===== src/rtl/uart_irq_ctrl.sv =====
// UART interrupt controller: per-source level/edge-sticky pending flags, enable
// gating, lowest-index priority encoding and a combined irq with a holdoff window.
module uart_irq_ctrl #(
  parameter int NUM_SRC = 5,
  parameter int CNT_W   = 8,
  parameter int ID_W    = 3
) (
  input  logic               HCLK,
  input  logic               HRESETn,
  input  logic [NUM_SRC-1:0] status_i,
  input  logic [NUM_SRC-1:0] enable_i,
  input  logic [NUM_SRC-1:0] mode_i,
  input  logic [NUM_SRC-1:0] clr_i,
  input  logic [CNT_W-1:0]   holdoff_i,
  output logic [NUM_SRC-1:0] pending_o,
  output logic [NUM_SRC-1:0] irq_vec_o,
  output logic               irq_o,
  output logic [ID_W-1:0]    irq_id_o,
  output logic               irq_id_valid_o,
  output logic [1:0]         state_o
);

  // Handshake note: there is no valid/ready pairing here; clr_i is a one-cycle
  // write-1-to-clear strobe sampled on every rising HCLK edge, and all other
  // inputs are plain synchronous levels.

  typedef enum logic [1:0] {
    IDLE    = 2'd0,
    ACTIVE  = 2'd1,
    HOLDOFF = 2'd2
  } irq_state_e;

  irq_state_e         state_q, state_d;
  logic [CNT_W-1:0]   cnt_q, cnt_d;
  logic [NUM_SRC-1:0] status_q;
  logic [NUM_SRC-1:0] rise;
  logic [NUM_SRC-1:0] pending_d;
  logic [ID_W-1:0]    id_d;
  logic               any_irq;

  assign rise      = status_i & ~status_q;
  assign irq_vec_o = pending_o & enable_i;
  assign any_irq   = |irq_vec_o;
  assign state_o   = state_q;

  // Edge sources keep their flag (set beats clear); level sources simply follow
  // last cycle's status. A level->edge mode switch therefore keeps the flag sticky.
  always_comb begin
    pending_d = (mode_i & ((pending_o & ~clr_i) | rise)) | (~mode_i & status_i);
  end

  // Bit 0 has the highest priority, so scan downward and let the lowest index win.
  always_comb begin
    id_d = '0;
    for (int i = NUM_SRC - 1; i >= 0; i--) begin
      if (irq_vec_o[i]) begin
        id_d = ID_W'(i);
      end
    end
  end

  always_comb begin
    state_d = state_q;
    cnt_d   = cnt_q;
    case (state_q)
      IDLE: begin
        if (any_irq) begin
          state_d = ACTIVE;
        end
      end
      ACTIVE: begin
        if (!any_irq) begin
          if (holdoff_i != '0) begin
            state_d = HOLDOFF;
            cnt_d   = holdoff_i;
          end else begin
            state_d = IDLE;
          end
        end
      end
      HOLDOFF: begin
        // holdoff_i is only looked at on entry; the loaded count runs out untouched.
        cnt_d = cnt_q - CNT_W'(1);
        if (cnt_q <= CNT_W'(1)) begin
          state_d = IDLE;
        end
      end
      default: begin
        state_d = IDLE;
        cnt_d   = '0;
      end
    endcase
  end

  always_ff @(posedge HCLK or negedge HRESETn) begin
    if (!HRESETn) begin
      state_q <= IDLE;
      cnt_q   <= '0;
      irq_o   <= 1'b0;
    end else begin
      state_q <= state_d;
      cnt_q   <= cnt_d;
      irq_o   <= (state_d == ACTIVE);
    end
  end

  always_ff @(posedge HCLK or negedge HRESETn) begin
    if (!HRESETn) begin
      status_q  <= '0;
      pending_o <= '0;
    end else begin
      status_q  <= status_i;
      pending_o <= pending_d;
    end
  end

  always_ff @(posedge HCLK or negedge HRESETn) begin
    if (!HRESETn) begin
      irq_id_o       <= '0;
      irq_id_valid_o <= 1'b0;
    end else begin
      irq_id_valid_o <= any_irq;
      if (any_irq) begin
        irq_id_o <= id_d;
      end
    end
  end

endmodule

===== config.mk =====
export PLATFORM = sky130hd
export DESIGN_NAME = uart_irq_ctrl
export DESIGN_NICKNAME = d
export VERILOG_FILES = /design/src/rtl/uart_irq_ctrl.sv
export SDC_FILE = /design/constraint.sdc
export NUM_CORES = 1
export LEC_CHECK = 0
export CORE_UTILIZATION = 44
export DETAILED_ROUTE_END_ITERATION = 6
export PLACE_DENSITY = 0.8
export SLEW_MARGIN = 5
export SYNTH_ARGS = -nofsm -noshare
export SYNTH_HDL_FRONTEND = slang
export SYNTH_SLANG_ARGS = --single-unit

===== constraint.sdc =====
create_clock -name HCLK -period 2.4 [get_ports HCLK]
set_input_delay 0.48 -clock HCLK [delete_from_list [all_inputs] [get_ports HCLK]]
set_output_delay 0.48 -clock HCLK [all_outputs]
set_load 0.02 [all_outputs]

=== Word-level counts from Yosys, hierarchy flattened ===
Cells that the tools add are included.

* Register bits: 25
* Latch bits: 0
* RAM bits: 0
* ROM bits: 0
* Output and inout bits: 17
* Memories kept: 0

* Add/sub/neg operators: 1
* Multipliers: 0
* Divide/modulo/power cells: 0
* $lt $le $gt $ge: 1
* Equal/unequal tests: 5
* Shifts and indexed selects: 0
* Mux-type cells: 13
* Bitwise logic cells: 11
* Reductions and logical operators: 4

{| class="wikitable"
|+ Operators with widths
! kind !! number
|-
| 5-bit bitwise AND || 5
|-
| 8-bit case mux with 3 select lines || 1
|-
| 8-bit two-way mux || 2
|-
| 3-bit two-way mux || 5
|-
| 5-bit inverter || 3
|-
| 5-bit OR || 2
|-
| 8-bit by 1-bit less-or-equal comparator with 1-bit output (second input constant) || 1
|-
| 2-bit two-way mux || 4
|-
| 8-bit nonzero test || 1
|-
| 8-bit by 1-bit subtractor with 8-bit output (second input constant) || 1
|-
| 2-bit case mux with 3 select lines || 1
|-
| 5-bit OR reduction || 1
|-
| 2-bit by 1-bit equality test with 1-bit output (second input constant) || 2
|-
| 2-bit != test (second input constant) || 2
|-
| 3-bit AND reduction || 1
|-
| 2-bit equality test (second input constant) || 1
|-
| 2-bit logical NOT || 1
|-
| 1-bit inverter || 1
|}

=== Longest topological paths before layout ===
Gate-level depths: netlist (run 1).

* Depth in word-level cells: 6
* Depth in mapped cells: 7

=== Worst setup path before layout (run 1) ===
No wires, ideal clock.

* Path type: reg-to-reg
* From: reg pending_o[2]
* To: reg cnt_q[6]
* Setup time: 0.069 ns
* Arrival: 1.719 ns
* Required time: 2.331 ns
* Setup slack: 0.612 ns
* Cell stages (with the launch flop): 7
* Path buffers: 1
* Period minus slack after synthesis: 1.788 ns
* Path through: dfrtp_1 > a22oi_1 > and4_1 > buf_2 > a21oi_1 > or4_1 > nand3_1

* Cells in the longest elaborated chain, start to end: 4

{| class="wikitable"
|+ RTL lines
! what !! line !! text
|-
| from (decl) || 15 || <nowiki>output logic [NUM_SRC-1:0] pending_o,</nowiki>
|-
| from (signal assigned) || 113 || <nowiki>pending_o <= pending_d;</nowiki>
|-
| 5-bit bitwise AND || 42 || <nowiki>assign irq_vec_o = pending_o & enable_i;</nowiki>
|-
| 5-bit OR reduction || 43 || <nowiki>assign any_irq = |irq_vec_o;</nowiki>
|-
| 2-bit != test (no line) || - ||
|-
| 3-bit AND reduction (no line) || - ||
|-
| to (signal assigned) || 102 || <nowiki>cnt_q <= cnt_d;</nowiki>
|-
| to (decl) || 34 || <nowiki>logic [CNT_W-1:0] cnt_q, cnt_d;</nowiki>
|}

No other way between the ends.
A chain may end at the register's enable or synchronous reset.

=== Worst setup path in the final report (run 1) ===
* From: in enable_i[0]
* To: out irq_vec_o[0]

* Cells in the longest elaborated chain, start to end: 1

{| class="wikitable"
|+ RTL lines
! what !! line !! text
|-
| from (decl) || 11 || <nowiki>input logic [NUM_SRC-1:0] enable_i,</nowiki>
|-
| 5-bit bitwise AND || 42 ||
|-
| to (decl) || 16 || <nowiki>output logic [NUM_SRC-1:0] irq_vec_o,</nowiki>
|}

No other way between the ends.

==> flow_summary.ini, run 1 <==
[detailed_routing]
drcViolationCount = 6
via_per_inst = 5.67
firstDrtPassIters = 6
routed-via-count = 1287
post_drt_wl_per_cell_um = 14.6
routed_wl_mm = 3.31
antenna_left = 0
drt_iter0_drc = 40

[finish]
diodes = 0
fill_cells = 226
final_cells = 227
final_nets = 233
syn_to_final_growth_pct = 41.6
drive_gt1_share_pct = 6.12

[setup_path]
setup.worst_path.class = in -> out
crit_required_ns = 1.92
worstPathMaxFanout = 4
end_kind = output port
cp_slowest_cell = clkdlybuf4s50_1
cp-start-kind = input port
rr_worst_depth = 6
cp_common_cell = clkdlybuf4s50_1
crit_path_cell_trace = clkdlybuf4s50_1 -> nand2_1 -> inv_1 -> clkdlybuf4s50_1
cp.arrival_ns = 1.72
critPathMaxStageDelay_ns = 0.60

[floorplan]
die_area_um2 = 3220
coreArea_um2 = 2810
fp.dieW_um = 56.7
io_pins = 47
start_util_pct = 47.0
row_count = 19
die_y_um = 56.7

[timing]
tns_ns = 0
fin_hold_ws_ns = 0.494
fin_crit_ns = 2.20
worstMarginPinSlew_ns = 0.409
slew_headroom_pct = 72.5
setup_violations = 0
rsz0062_at_grt = no
fmax_mhz = 456
skew_ns = 0.0222
hold_violations = 0
drv_slew = 0
period_share_pct = 91.5

[clock_tree]
htreeDepth = 1
cts_sinks = 25
cts_tree = done
cts-resized-gates = 0
cts_hold_buffers = 0
cts_buffers = 3
post_cts_buffers = 0
cts_buffer_depth = 2
clock_latency_ns = 0.32
cts_root_buf = clkbuf_4
path_clk_slew_ns = 0.16

[power]
switching_power_mw = 0.741
power_density_nw_per_um2 = 932
pwr-share-clk_pct = 11.0
combPwrFrac_pct = 53.2
ir_drop_mv = 0.526
intPower_mw = 0.998
seqPwrFrac_pct = 35.8
switching_share_pct = 42.6
p_leak_nw = 0.839

[global_route]
grt_start_max_net_pins = 26
grt_pass1_wl_mm = 5.45
grt_overflow = 0
antenna_found_initial = 0
grt_pass1_vias = 1260
grtUsageTotal_pct = 21.6

[run_status]
outcome = finished with violations
violations = DRC

[synthesis]
yosys-top-cells-area = dfrtp_1, nand2_1, ha_1
synthArstFlopShare_pct = 100
syn-num-nets = 181
ys_ff_latch = 25
synth_edf_count = 0
synth_cell_types = 34
yosysWarnings = 0
syn_avg_cell_area_um2 = 9.09
yosys-top-cells-count = nand2_1, dfrtp_1, inv_1, o21ai_0, nor2_1
yosysTopAreaCellShare_pct = 47.5
synth_most_common_cell = nand2_1
synthCells = 145
ys_seq_area_share_pct = 47.5
mappedNetlistArea_um2 = 1320
yosys.area.top_type = dfrtp_1
synth_ff_type = dfrtp_1

[place]
dp_hpwl_mm = 2.54
port_buffers = 46
dp.cells = 223
place.gp.congestion = 0.881

[flow_run]
maxCapViolCount = 0

[worst_hold_path]
hold_path_class = in -> async
-- registers in the layout (all words and copies together) (netlist names) --
name            cells
status_q            5
cnt_q               8
irq_o               1
pending_o           5
irq_id_o            3
state_o             2
irq_id_valid_o      1
-- critical path, delay by kind of cell --
kind	cells	cell delay [ns]
buffers and inverters	3	1.14
and+or+nand+nor	1	0.09
-- layout make-up --
type | instances | area (um^2) | area share (%)
clock inverter | 1 | 5.00 | 0.268
sequential | 25 | 626 | 33.5
tap | 31 | 38.8 | 2.08
clock buffer | 3 | 22.5 | 1.21
inverter | 16 | 60.1 | 3.22
multi-input combinational | 100 | 616 | 33.0
timing repair buffer | 51 | 498 | 26.7
-- final timing paths --
check,slack [ns],from,endpoint
setup reg to reg,0.42,state_o[0],cnt_q[7]
max in group asynchronous,1.64,HRESETn,irq_id_o[0]
hold reg to reg,0.54,irq_id_o[0],irq_id_o[0]
setup / recovery,0.20,enable_i[0],irq_vec_o[0]
min in group HCLK,0.54,irq_id_o[0],irq_id_o[0]
hold / removal,0.49,HRESETn,pending_o[1]
-- cells by family (layout without fill, tap and decap cells) --
kind of cell,after synthesis,in the layout,share of synthesized area [%]
multiplexers,1,1,0.760
AO/OA/AOI/OAI,35,35,19.0
adder cells (fa/ha/maj),6,6,5.70
flip-flops,25,25,47.5
buffers and inverters,20,71,5.79
XOR/XNOR,1,1,0.665
AND/OR/NAND/NOR,57,57,20.6
-- power groups by stage --
stage / logic (mW) / registers [mW] / clock network (mW)
2_1_floorplan: 0.551 / 0.654 / 0
3_3_place_gp: 0.895 / 0.623 / 0
3_5_place_dp: 0.911 / 0.630 / 0
4_1_cts: 0.917 / 0.620 / 0.192
5_1_grt: 1.01 / 0.633 / 0.208
6_report: 0.925 / 0.623 / 0.191
-- through the flow --
| step | instance area, um^2 | util, % | power (mW) | setup slack, ns |
|---|---|---|---|---|
| 2_1_floorplan | 1320 | - | 1.21 | 0.612 |
| 3_3_place_gp | 1840 | 65.5 | 1.52 | 0.189 |
| 3_5_place_dp | 1840 | 65.5 | 1.54 | 0.194 |
| 4_1_cts | 1870 | 66.5 | 1.73 | 0.194 |
| 5_1_grt | 1870 | 66.5 | 1.85 | 0.111 |
| 6_report | 1870 | 66.5 | 1.74 | 0.205 |
-- layer usage --
layer | routed length [um] | up-vias | track usage (%)
met2 | 1520 | 68 | 36.1
met3 | 314 | 4 | 5.53
met4 | 42 | 0 | 7.14
li1 | - | 620 | -
met1 | 1430 | 595 | 27.3
met5 | 0 | - | 0
-- layout by cell type (no fill, tap or decap), types with 3 or more instances in the layout --
cell type,Yosys,layout
clkdlybuf4s50_1,0,46
nand2_1,26,26
dfrtp_1,25,25
inv_1,16,16
o21ai_0,13,13
nor2_1,9,9
nand3_1,7,7
ha_1,6,6
a32o_1,5,5
buf_4,0,5
nor4_1,4,4
and2_1,3,3
a21oi_1,3,3
clkbuf_4,0,3
Power figures use the tool's default switching activity.
==> run 2, diff against run 1 <==
--- a/config.mk
+++ b/config.mk
@@ -5,6 +5,8 @@
 export SDC_FILE = /design/constraint.sdc
 export NUM_CORES = 1
 export LEC_CHECK = 0
+export CAP_MARGIN = 20
+export CORE_ASPECT_RATIO = 0.5
 export CORE_UTILIZATION = 44
 export DETAILED_ROUTE_END_ITERATION = 6
 export PLACE_DENSITY = 0.8
==> constraint.sdc (replaced) <==
create_clock -name HCLK -period 2.2 [get_ports HCLK]
set_input_delay 0.44 -clock HCLK [delete_from_list [all_inputs] [get_ports HCLK]]
set_output_delay 0.44 -clock HCLK [all_outputs]
set_load 0.02 [all_outputs]
==> run 2 against run 1 <==
  * The run now ends clean
  * Design area rose by 1.5%
  * Wire length down 7.8%
  * Setup slack worse by 0.13 ns
  * Die area up 0.42%
  * Highest routed layer unchanged
  * Sequential power rose by 8.8%
  * Clock skew fell by 0.019 ns
  * Combinational power is 8% higher
  * Critical path type unchanged
  * Critical endpoint unchanged
  * Global-route usage grew 0.28 points
  * Power grew 13%
  * Final cell count is 2.6% higher
==> flow_summary.ini, run 2 (synthesis gave the netlist of run 1 again) <==
[setup_path]
cp_slowest_cell = clkdlybuf4s50_1
cpLargestDelayFamily = buffers and inverters
crit_required_ns = 1.76
setup.worst_path.class = in -> out
cp.arrival_ns = 1.69
critPathMaxStageDelay_ns = 0.61
cp_common_cell = clkdlybuf4s50_1
cp-start-kind = input port
crit_path_cell_trace = clkdlybuf4s50_1 -> nand2_1 -> inv_1 -> clkdlybuf4s50_1
path_buf_inv = 3
end_kind = output port
worstPathMaxFanout = 4

[timing]
setup_violations = 0
rsz0062_at_grt = no
fmax_mhz = 470
fin_crit_ns = 2.13
skew_ns = 0.00335
hold_violations = 0
postLayoutSetupSlackWorst_ns = 0.0724
slew_headroom_pct = 72.6
drv_slew = 0
worstMarginPinSlew_ns = 0.407
period_share_pct = 96.7

[detailed_routing]
drcViolationCount = 0
via_per_inst = 5.36
drt_iter0_drc = 66
antenna_left = 0
post_drt_wl_per_cell_um = 13.1
routed_wl_mm = 3.05
firstDrtPassIters = 4
routed-via-count = 1248

[global_route]
grtUsageMet3_pct = 5.78
grtUsageMet1_pct = 26.6
grt_pass1_vias = 1146
grt_start_max_net_pins = 26
antenna_found_initial = 0
grt-busiest-layer = met2
grt_overflow = 0
grtUsageTotal_pct = 21.9
met2_usage_pct = 40.9
grt_pass1_wl_mm = 5.15

[finish]
reg_top3 = cnt_q (8), pending_o (5), status_q (5)
final_nets = 233
final_cells = 233
fill_cells = 216
largest_reg_flops = 8
drive_gt1_share_pct = 6.12
final_util_pct = 69.7
diodes = 0
final_cell_mix = clkdlybuf4s50_1, nand2_1, dfrtp_1, inv_1, o21ai_0
layout.area.seq_um2 = 626
syn_to_final_growth_pct = 43.8
layout_commonest_cell = clkdlybuf4s50_1
design_area_um2 = 1890
largest-register = cnt_q
multi_input_area_um2 = 616

[clock_tree]
cts-resized-gates = 0
cts_buffer_depth = 2
cts_tree = done
cts_root_buf = clkbuf_8
path_clk_slew_ns = 0.09
htreeDepth = 1
clock_latency_ns = 0.27
post_cts_buffers = 0
cts_sinks = 25
cts_buffers = 3
cts_hold_buffers = 0

[power]
p_leak_nw = 0.843
pwr-share-clk_pct = 14.3
switching_power_mw = 0.809
combPwrFrac_pct = 51.1
switching_share_pct = 41.2
intPower_mw = 1.15
ir_drop_mv = 0.465
power_density_nw_per_um2 = 1040
seqPwrFrac_pct = 34.6

[run_status]
outcome = complete, no violations

[floorplan]
die_area_um2 = 3230
fp.dieW_um = 79.4
start_util_pct = 48.5
die_y_um = 40.7
io_pins = 47
row_count = 13
coreArea_um2 = 2720

[place]
place_ws_ns = -0.0932
place.gp.congestion = 0.896
dp.cells = 229
port_buffers = 46
dpl-instance-area_um2 = 1850
dp_hpwl_mm = 2.42

[flow_run]
maxCapViolCount = 0

[worst_hold_path]
hold_path_class = in -> async
-- run 2: worst paths after layout --
kind / start / endpoint / cells after the start / slack, ns
max: enable_i[0] / irq_vec_o[0] / 4 / 0.07
min: HRESETn / status_q[2] / 2 / 0.52
max reg2reg: cnt_q[2] / irq_o / 5 / 0.27
min reg2reg: irq_id_o[1] / irq_id_o[1] / 2 / 0.54
max in group asynchronous: HRESETn / cnt_q[6] / 2 / 1.44
min in group HCLK: irq_id_o[1] / irq_id_o[1] / 2 / 0.54
-- run 2: per-stage QoR --
step                      setup TNS, ns  total power [mW]  hold WS, ns
after floorplan                       0              1.32        0.144
after global placement          -0.0616              1.67        0.510
after detailed placement         -0.284              1.68        0.528
after CTS                             0              1.97        0.516
after global routing                  0              2.12        0.543
final                                 0              1.96        0.516
-- run 2: cell type report --
cell class              count  area share [%]
clock inverters             1           0.396
repair buffers             51            26.3
flip-flops and latches     25            33.0
clock buffers               3            2.18
well taps                  37            2.44
inverters                  16            3.17
multi-input cells         100            32.5
-- run 2: routing by layer --
layer,vias to the layer above,share of wire [%]
li1,620,-
met1,585,45
met2,41,47
met3,2,6.6
met4,0,0.69
met5,-,0
-- run 2: power groups by stage --
stage / registers, mW / clock network (mW) / logic (mW)
after detailed placement: 0.685 / 0 / 0.992
after CTS: 0.675 / 0.292 / 0.998
after global placement: 0.680 / 0 / 0.992
after floorplan: 0.714 / 0 / 0.602
final: 0.678 / 0.281 / 1.00
after global routing: 0.695 / 0.310 / 1.12
